`src/rtl/logic_gate_unit_if.sv`:
```
// ----------------------------------------------------------------------------
// logic_gate_unit_if
// Request/response bundle for logic_gate_unit.
//   in_valid/in_ready : request handshake carrying op, a, b
//   out_valid/out_ready : result handshake carrying y
// master : requester side (drives the request, consumes the result)
// slave  : the unit itself
// ----------------------------------------------------------------------------
interface logic_gate_unit_if #(
   parameter int unsigned WIDTH = 8
) ();

   logic             in_valid;
   logic             in_ready;
   logic [2:0]       op;
   logic [WIDTH-1:0] a;
   logic [WIDTH-1:0] b;
   logic             out_valid;
   logic             out_ready;
   logic [WIDTH-1:0] y;

   modport master (
      output in_valid,
      output op,
      output a,
      output b,
      output out_ready,
      input  in_ready,
      input  out_valid,
      input  y
   );

   modport slave (
      input  in_valid,
      input  op,
      input  a,
      input  b,
      input  out_ready,
      output in_ready,
      output out_valid,
      output y
   );

endinterface : logic_gate_unit_if

```
`src/rtl/logic_gate_unit.sv`:
```
// ----------------------------------------------------------------------------
// logic_gate_unit
// Registered bitwise gate unit (AND/OR/XOR/NAND/NOR/XNOR/NOT_A/PASS_A) with a
// single-entry output register, a wrapping accept counter and an optional
// 32-vector self-sweep that counts the 1 bits it produces.
//
// Ports
//   clk         : clock, rising edge
//   rst         : synchronous active-high reset
//   bus         : logic_gate_unit_if.slave (request op/a/b, result y)
//   xfer_count  : accepted requests, modulo 2^16
//   sweep_start : one-cycle pulse to launch the self-sweep
//   sweep_busy  : sweep running
//   sweep_done  : one-cycle pulse when the sweep finishes
//   sweep_ones  : popcount total of the last sweep
//
// Build option
//   LOGIC_GATE_UNIT_SWEEP_EN : when defined the self-sweep is compiled in;
//   otherwise sweep_start is ignored and the sweep outputs are tied to 0.
// ----------------------------------------------------------------------------
module logic_gate_unit #(
   parameter  int unsigned WIDTH = 8,
   localparam int unsigned CNT_W = 16
) (
   input  logic             clk,
   input  logic             rst,
   logic_gate_unit_if.slave bus,
   output logic [CNT_W-1:0] xfer_count,
   input  logic             sweep_start,
   output logic             sweep_busy,
   output logic             sweep_done,
   output logic [CNT_W-1:0] sweep_ones
);

   localparam logic [2:0] OP_AND   = 3'd0;
   localparam logic [2:0] OP_OR    = 3'd1;
   localparam logic [2:0] OP_XOR   = 3'd2;
   localparam logic [2:0] OP_NAND  = 3'd3;
   localparam logic [2:0] OP_NOR   = 3'd4;
   localparam logic [2:0] OP_XNOR  = 3'd5;
   localparam logic [2:0] OP_NOT_A = 3'd6;

   // Bitwise gate shared by the request path and the sweep
   function automatic logic [WIDTH-1:0] gate_fn(
      input logic [2:0]       sel,
      input logic [WIDTH-1:0] opa,
      input logic [WIDTH-1:0] opb
   );
      logic [WIDTH-1:0] r;
      case (sel)
         OP_AND:   r = opa & opb;
         OP_OR:    r = opa | opb;
         OP_XOR:   r = opa ^ opb;
         OP_NAND:  r = ~(opa & opb);
         OP_NOR:   r = ~(opa | opb);
         OP_XNOR:  r = ~(opa ^ opb);
         OP_NOT_A: r = ~opa;
         default:  r = opa;            // PASS_A
      endcase
      return r;
   endfunction

   // Number of set bits in a result word
   function automatic logic [CNT_W-1:0] popcount(input logic [WIDTH-1:0] v);
      logic [CNT_W-1:0] n;
      n = '0;
      for (int unsigned i = 0; i < WIDTH; i++) begin
         n = n + CNT_W'(v[i]);
      end
      return n;
   endfunction

   // ------------------------------------------------------------------------
   // Self-sweep
   // ------------------------------------------------------------------------
   logic sweep_gate_c;   // high when the sweep allows a request this cycle

`ifdef LOGIC_GATE_UNIT_SWEEP_EN

   typedef enum logic [1:0] {
      S_IDLE = 2'd0,
      S_RUN  = 2'd1,
      S_DONE = 2'd2
   } sweep_state_e;

   localparam logic [4:0] K_LAST = 5'd31;

   sweep_state_e     state_q, state_d;
   logic [4:0]       k_q, k_d;
   logic [CNT_W-1:0] ones_q, ones_d;
   logic             busy_q, busy_d;
   logic             done_q, done_d;
   logic [WIDTH-1:0] sweep_res_c;

   // Vector k: op = k[4:2], a and b replicate k[1] and k[0]
   assign sweep_res_c = gate_fn(k_q[4:2], {WIDTH{k_q[1]}}, {WIDTH{k_q[0]}});

   // sweep_start takes priority over a same-cycle request
   assign sweep_gate_c = (state_q == S_IDLE) && !sweep_start;

   // Sweep state register
   always_ff @(posedge clk) begin
      if (rst) begin
         state_q <= S_IDLE;
         k_q     <= '0;
         ones_q  <= '0;
         busy_q  <= 1'b0;
         done_q  <= 1'b0;
      end else begin
         state_q <= state_d;
         k_q     <= k_d;
         ones_q  <= ones_d;
         busy_q  <= busy_d;
         done_q  <= done_d;
      end
   end

   // Sweep next-state and accumulation
   always_comb begin
      state_d = state_q;
      k_d     = k_q;
      ones_d  = ones_q;
      case (state_q)
         S_IDLE: begin
            if (sweep_start) begin
               state_d = S_RUN;
               k_d     = '0;
               ones_d  = '0;
            end
         end
         S_RUN: begin
            ones_d = ones_q + popcount(sweep_res_c);
            k_d    = k_q + 5'd1;
            if (k_q == K_LAST) begin
               state_d = S_DONE;
            end
         end
         S_DONE: begin
            state_d = S_IDLE;
         end
         default: begin
            state_d = S_IDLE;
         end
      endcase
      // Status flags are registered copies of the next state
      busy_d = (state_d == S_RUN);
      done_d = (state_d == S_DONE);
   end

   assign sweep_busy = busy_q;
   assign sweep_done = done_q;
   assign sweep_ones = ones_q;

`else

   logic unused_sweep_start;

   assign unused_sweep_start = sweep_start;
   assign sweep_gate_c       = 1'b1;
   assign sweep_busy         = 1'b0;
   assign sweep_done         = 1'b0;
   assign sweep_ones         = '0;

`endif

   // ------------------------------------------------------------------------
   // Request path: single-entry output register plus accept counter
   // ------------------------------------------------------------------------
   logic             in_ready_c;
   logic             accept_c;
   logic             out_valid_q, out_valid_d;
   logic [WIDTH-1:0] y_q, y_d;
   logic [CNT_W-1:0] xfer_q, xfer_d;

   // Ready when the slot is empty or drains this cycle; blocked in reset
   assign in_ready_c = !rst && sweep_gate_c && (!out_valid_q || bus.out_ready);
   assign accept_c   = bus.in_valid && in_ready_c;

   // Output register and counter next state
   always_comb begin
      out_valid_d = out_valid_q;
      y_d         = y_q;
      xfer_d      = xfer_q;
      if (accept_c) begin
         out_valid_d = 1'b1;
         y_d         = gate_fn(bus.op, bus.a, bus.b);
         xfer_d      = xfer_q + CNT_W'(1);
      end else if (out_valid_q && bus.out_ready) begin
         out_valid_d = 1'b0;
      end
   end

   // Output register and counter state
   always_ff @(posedge clk) begin
      if (rst) begin
         out_valid_q <= 1'b0;
         y_q         <= '0;
         xfer_q      <= '0;
      end else begin
         out_valid_q <= out_valid_d;
         y_q         <= y_d;
         xfer_q      <= xfer_d;
      end
   end

   assign bus.in_ready  = in_ready_c;
   assign bus.out_valid = out_valid_q;
   assign bus.y         = y_q;
   assign xfer_count    = xfer_q;

endmodule : logic_gate_unit

```
`src/flat_wrapper.sv`:
```
// flat-port wrapper written by rule: the top's interface ports become plain ports
module logic_gate_unit_flat 
#(
   parameter  int unsigned WIDTH = 8,
   localparam int unsigned CNT_W = 16
)
  (clk, rst, xfer_count, sweep_start, sweep_busy, sweep_done, sweep_ones, bus_in_valid, bus_op, bus_a, bus_b, bus_out_ready, bus_in_ready, bus_out_valid, bus_y);
  logic_gate_unit_if #(.WIDTH(WIDTH)) bus_i ();
  input  logic clk;
  input  logic rst;
  output logic [CNT_W-1:0] xfer_count;
  input  logic sweep_start;
  output logic sweep_busy;
  output logic sweep_done;
  output logic [CNT_W-1:0] sweep_ones;
  input wire logic [$bits(bus_i.in_valid)-1:0] bus_in_valid;
  input wire logic [$bits(bus_i.op)-1:0] bus_op;
  input wire logic [$bits(bus_i.a)-1:0] bus_a;
  input wire logic [$bits(bus_i.b)-1:0] bus_b;
  input wire logic [$bits(bus_i.out_ready)-1:0] bus_out_ready;
  output wire logic [$bits(bus_i.in_ready)-1:0] bus_in_ready;
  output wire logic [$bits(bus_i.out_valid)-1:0] bus_out_valid;
  output wire logic [$bits(bus_i.y)-1:0] bus_y;
  assign bus_i.in_valid = bus_in_valid;
  assign bus_i.op = bus_op;
  assign bus_i.a = bus_a;
  assign bus_i.b = bus_b;
  assign bus_i.out_ready = bus_out_ready;
  assign bus_in_ready = bus_i.in_ready;
  assign bus_out_valid = bus_i.out_valid;
  assign bus_y = bus_i.y;
  logic_gate_unit #(.WIDTH(WIDTH)) u_core (.clk(clk), .rst(rst), .bus(bus_i), .xfer_count(xfer_count), .sweep_start(sweep_start), .sweep_busy(sweep_busy), .sweep_done(sweep_done), .sweep_ones(sweep_ones));
endmodule
```
`config.mk`:
```
export PLATFORM = sky130hd
export DESIGN_NAME = logic_gate_unit_flat
export DESIGN_NICKNAME = d
export VERILOG_FILES = /design/src/rtl/logic_gate_unit_if.sv /design/src/rtl/logic_gate_unit.sv /design/src/flat_wrapper.sv
export SDC_FILE = /design/constraint.sdc
export NUM_CORES = 1
export LEC_CHECK = 0
export CAP_MARGIN = 30
export CORE_ASPECT_RATIO = 1.1
export CORE_UTILIZATION = 38
export CTS_CLUSTER_SIZE = 30
export DETAILED_ROUTE_END_ITERATION = 7
export PLACE_DENSITY = 0.78
export SYNTH_ARGS = -nofsm -noshare
export SYNTH_HDL_FRONTEND = slang
export SYNTH_SLANG_ARGS = --single-unit
```
`constraint.sdc`:
```
create_clock -name clk -period 2.48 [get_ports clk]
set_input_delay 0.744 -clock clk [delete_from_list [all_inputs] [get_ports clk]]
set_output_delay 0.744 -clock clk [all_outputs]
set_load 0.05 [all_outputs]
```
### Word-level counts from Yosys, hierarchy flattened

Cells that the tools add are included.

* input bits: 24
* flip-flop bits (word level): 25
* logic and storage cells: 28

* bitwise operators: 7
* reductions and logical operators: 8
* muxes and demuxes: 3
* eq/ne operators: 6
* $add $sub $neg: 1

Operator list (count)
* one-hot mux 8 bit (7 select lines): 1
* NOT 8 bit: 4
* adder 16 x 1 -> 16 bit (second input constant): 1
* equality test 3 bit (second input constant): 3
* bitwise AND 8 bit: 1
* OR 8 bit: 1
* XOR 8 bit: 1
* equality test 3 x 2 -> 1 bit (second input constant): 2
* equality test 3 x 1 -> 1 bit (second input constant): 1
* logical AND 1 bit: 3
* logical NOT 3 bit: 1
* logical NOT 1 bit: 2
* two-way mux 1 bit: 2
* nonzero test 2 bit: 1
* logical OR 1 bit: 1

### Longest topological paths before layout

* word-level depth: 5
* gate-level depth with buffers: 7

### Worst setup path before layout

Ideal clock, no wire load.

* path type: input -> output
* from: in rst
* to: out bus_in_ready
* arrival time: 1809 ps
* buffers on the path: 2
* slack: -73 ps
* required time: 1736 ps
* stages: 3
* cell sequence: clkbuf_1 -> clkbuf_1 -> nor2_1

* word-level cells in the longest chain between the ends: 2

RTL lines
* start: declaration: RTL line flat_wrapper.sv:10 `input logic rst;`
* logical NOT 1 bit: RTL line logic_gate_unit.sv:176 `assign in_ready_c = !rst && sweep_gate_c && (!out_valid_q || bus.out_ready);`
* logical AND 1 bit: RTL line logic_gate_unit.sv:176
* end: declaration: RTL line flat_wrapper.sv:21 `output wire logic [$bits(bus_i.in_ready)-1:0] bus_in_ready;`

No other way between the ends.

### Worst setup path in the final report

Ends and elaborated chain as after synthesis.

==> metrics.cfg <==
[grt]
grt_pass1_vias=1561
largest_net_degree_at_the_start_of_global_routing=27
grt.overflow.total=0
grt_antenna_before_repair=0
grt_use_total_pct=14.9
grt_pass1_wl_um=6900

[clocking]
cts.repair_timing.setup_buffer_count=0
clock_insertion_delay_worst_skew_ns=0.27
tritoncts_clock_tree=done
clock_sinks=25
cts_htree_levels=1
cts_buffers=3
clock_edge_transition_at_the_registers_on_the_reported_setup_and_hold_paths_ns=0.08
clk_path_buf_depth=2
cts-root-buf=sky130_fd_sc_hd__clkbuf_8

[route]
drt-total-wl_um=4210
route.vias.total=1916
drt-vias-per-instance=4.98
route.antenna.remaining_nets=0
first_iter_violations=73
routed_wire_length_per_instance_um=10.9
number_of_optimization_iterations_in_the_first_detailed_route_pass=4
post-route-drc-count=0

[die]
die_area_sq_um=5680
num_io_pins=68
start_util_pct=40.1
core_area_sq_um=5100
die_w_um=72.0
dieHeight_um=79.0
floorplan.rows=27

[setup_path]
timing.setup.critical_path_class=in2out
cpMaxStageDelayCell=sky130_fd_sc_hd__clkdlybuf4s50_1
r2r_setup_slack_ns=0.59
reg2reg_from=u_core.xfer_count[5]
worst_setup_path_startpoint=rst
critPathRequiredTime_ns=1.74
worst-endpoint-arrival_ns=1.69
crit_path_buf_inv_count=3
worst_path_fanout_max=20
cp_top_family=buffers and inverters
timing.critical_path.slowest_cell_delay_ns=0.45
start_kind=input port
end_kind=output pin
crit_path_cell_trace=clkdlybuf4s50_1, buf_6, nor2_2, buf_12

[sta]
relSlewSlack_pct=63.8
rsz0062_at_grt=false
timing.final.crit_period_ns=2.44
final_min_period_over_clock_period_pct=98.2
finClkSkew_ns=0.00190
worst-slew-pin-transition_ns=0.541
setup_violations=0
max_clock_freq_ghz=0.411
hold_viol=0
slew_viol_final=0

[logic_synthesis]
synthesized_flop_and_latch_total=25
yosysTopAreaCellShare_pct=24.4
syn_area_sq_um=2050
post_synth_top_area_cell=sky130_fd_sc_hd__dfxtp_1
cells_after_synth=266
postSynth.topFlopCell=sky130_fd_sc_hd__dfxtp_1
number_of_enable_type_register_cells_in_the_synthesized_netlist=0
syn_area_per_cell_sq_um=7.70
synth.lib_cells_used.distinct=39
share_of_synthesized_registers_carrying_an_async_set_or_reset_pct=0
top_cells_by_area_in_the_synthesized_netlist=sky130_fd_sc_hd__dfxtp_1 24%, sky130_fd_sc_hd__ha_1 10%, sky130_fd_sc_hd__buf_4 6.6%
yosys_warnings=0
synth-seq-area-share_pct=24.4

[power]
leakage_power_summed_over_all_cells_nw=1.05
worst_case_vdd_ir_drop_uv=170
powerDensity_nw_per_um2=394
pnr_total_power_w=0.00104

[placed_design]
placement.cell_area_sq_um=2590
port_buffers=48
detailed_place_hpwl_um=3350
gp_routability_congestion=0.783

[cells_and_area]
n_fill_cell=492
drive_gt1_share_pct=8.63
post-route-cell-area_sq_um=2640
antenna_cells=0
num-nets-final=355
layout-area-overhead-vs-synth_pct=28.9
layout.cells.most_common_list=47 x sky130_fd_sc_hd__clkdlybuf4s50_1, 26 x sky130_fd_sc_hd__o21ai_0, 25 x sky130_fd_sc_hd__dfxtp_1
commonest_non_fill_non_tap_cell_in_the_layout=sky130_fd_sc_hd__clkdlybuf4s50_1

[status]
outcome=finished, final reports clean

[job]
timing.max_cap.violations=0

[hold_path]
hold_path.startpoint=u_core.bus.y[6]
hold_class=reg2reg

## cell usage after synthesis, types with 4 or more instances
library cell	number
sky130_fd_sc_hd__inv_1	23
sky130_fd_sc_hd__clkbuf_1	6
sky130_fd_sc_hd__buf_2	5
sky130_fd_sc_hd__nand3_1	10
sky130_fd_sc_hd__and4b_1	4
sky130_fd_sc_hd__a21oi_1	8
sky130_fd_sc_hd__mux2i_1	4
sky130_fd_sc_hd__o21ai_0	26
sky130_fd_sc_hd__dfxtp_1	25
sky130_fd_sc_hd__nand2_1	13
sky130_fd_sc_hd__nand2b_1	4
sky130_fd_sc_hd__a211oi_1	5
sky130_fd_sc_hd__ha_1	17
sky130_fd_sc_hd__nor2_1	20
sky130_fd_sc_hd__nor3_1	6
sky130_fd_sc_hd__or3_1	7
sky130_fd_sc_hd__nor2b_1	8
sky130_fd_sc_hd__a311oi_1	4
sky130_fd_sc_hd__buf_1	5
sky130_fd_sc_hd__nor4_1	4
sky130_fd_sc_hd__xnor2_1	8
sky130_fd_sc_hd__buf_4	18
sky130_fd_sc_hd__nand3b_1	8
## report_power, final
group	leakage (nW)	internal, W	switching (W)
Clock	0.0228	0.000115	0.000123
Combinational	0.819	0.000143	0.000231
Sequential	0.204	0.000418	0.0000109
Total	1.05	0.000676	0.000365
## final timing paths
check                                             end  depth (start not counted)
worst max register to register  u_core.xfer_count[15]                          4
worst max-delay path                     bus_in_ready                          4
worst min register to register        u_core.bus.y[6]                          2
worst min-delay path                  u_core.bus.y[6]                          2
## metal layers
metal | wire length (um) | part of all wire (%) | track usage, % | vias to the layer above
li1 | - | - | - | 979
met4 | 51 | 1.2 | 5.88 | 0
met5 | 0 | 0 | 0 | -
met3 | 185 | 4.4 | 1.40 | 4
met2 | 2100 | 50 | 26.0 | 61
met1 | 1880 | 45 | 18.6 | 872
## tightest hold or removal path, cell delays in order (launching register included)
cell and delay [ns]:
sky130_fd_sc_hd__dfxtp_1 0.31, sky130_fd_sc_hd__nand3_1 0.05, sky130_fd_sc_hd__o21ai_0 0.06
## cells by family after synthesis
family                     synth area share, %
adders and majority gates                 10.4
muxes                                     4.16
and+or+nand+nor                           26.0
DFF                                       24.4
xor gates and xnor gates                  3.42
other                                    0.183
buffers and inverters                     15.2
AOI/OAI and AO/OA                         16.3
## stage by stage
| step | worst slack, ns | cells | setup TNS (ns) | util, % | hold slack (ns) |
|---|---|---|---|---|---|
| 2_1_floorplan | 0.141 | 283 | 0 | - | 0.692 |
| 3_3_place_gp | -0.108 | 381 | -0.235 | 50.7 | 0.456 |
| 3_5_place_dp | -0.127 | 381 | -0.402 | 50.7 | 0.463 |
| 4_1_cts | 0.0202 | 385 | 0 | 51.7 | 0.478 |
| 5_1_grt | 0.0137 | 385 | 0 | 51.7 | 0.514 |
| 6_report | 0.0444 | 385 | 0 | 51.7 | 0.471 |
## area by class of cell
cell class,count,area [sq um],area share (%)
clock buffers,4,45.0,1.71
inverters,23,86.3,3.27
multi-input cells,199,1310,49.5
flip-flops and latches,25,500,19.0
well taps,72,90.1,3.41
repair buffers,62,612,23.2
## timing repair
| action | CTS | global route |
|---|---|---|
| setup endpoints to repair | 1 | 1 |
| hold buffers | 0 | 0 |
| hold endpoints to repair | 0 | 0 |
| resized for setup | 1 | 1 |
| gates cloned | 0 | 0 |
## state kept, by name, indices dropped and copies added, names as in the netlist
register / cells
u_core.bus.out_valid: 1
u_core.bus.y: 8
u_core.xfer_count: 16
(Power assumes the default switching activity.)
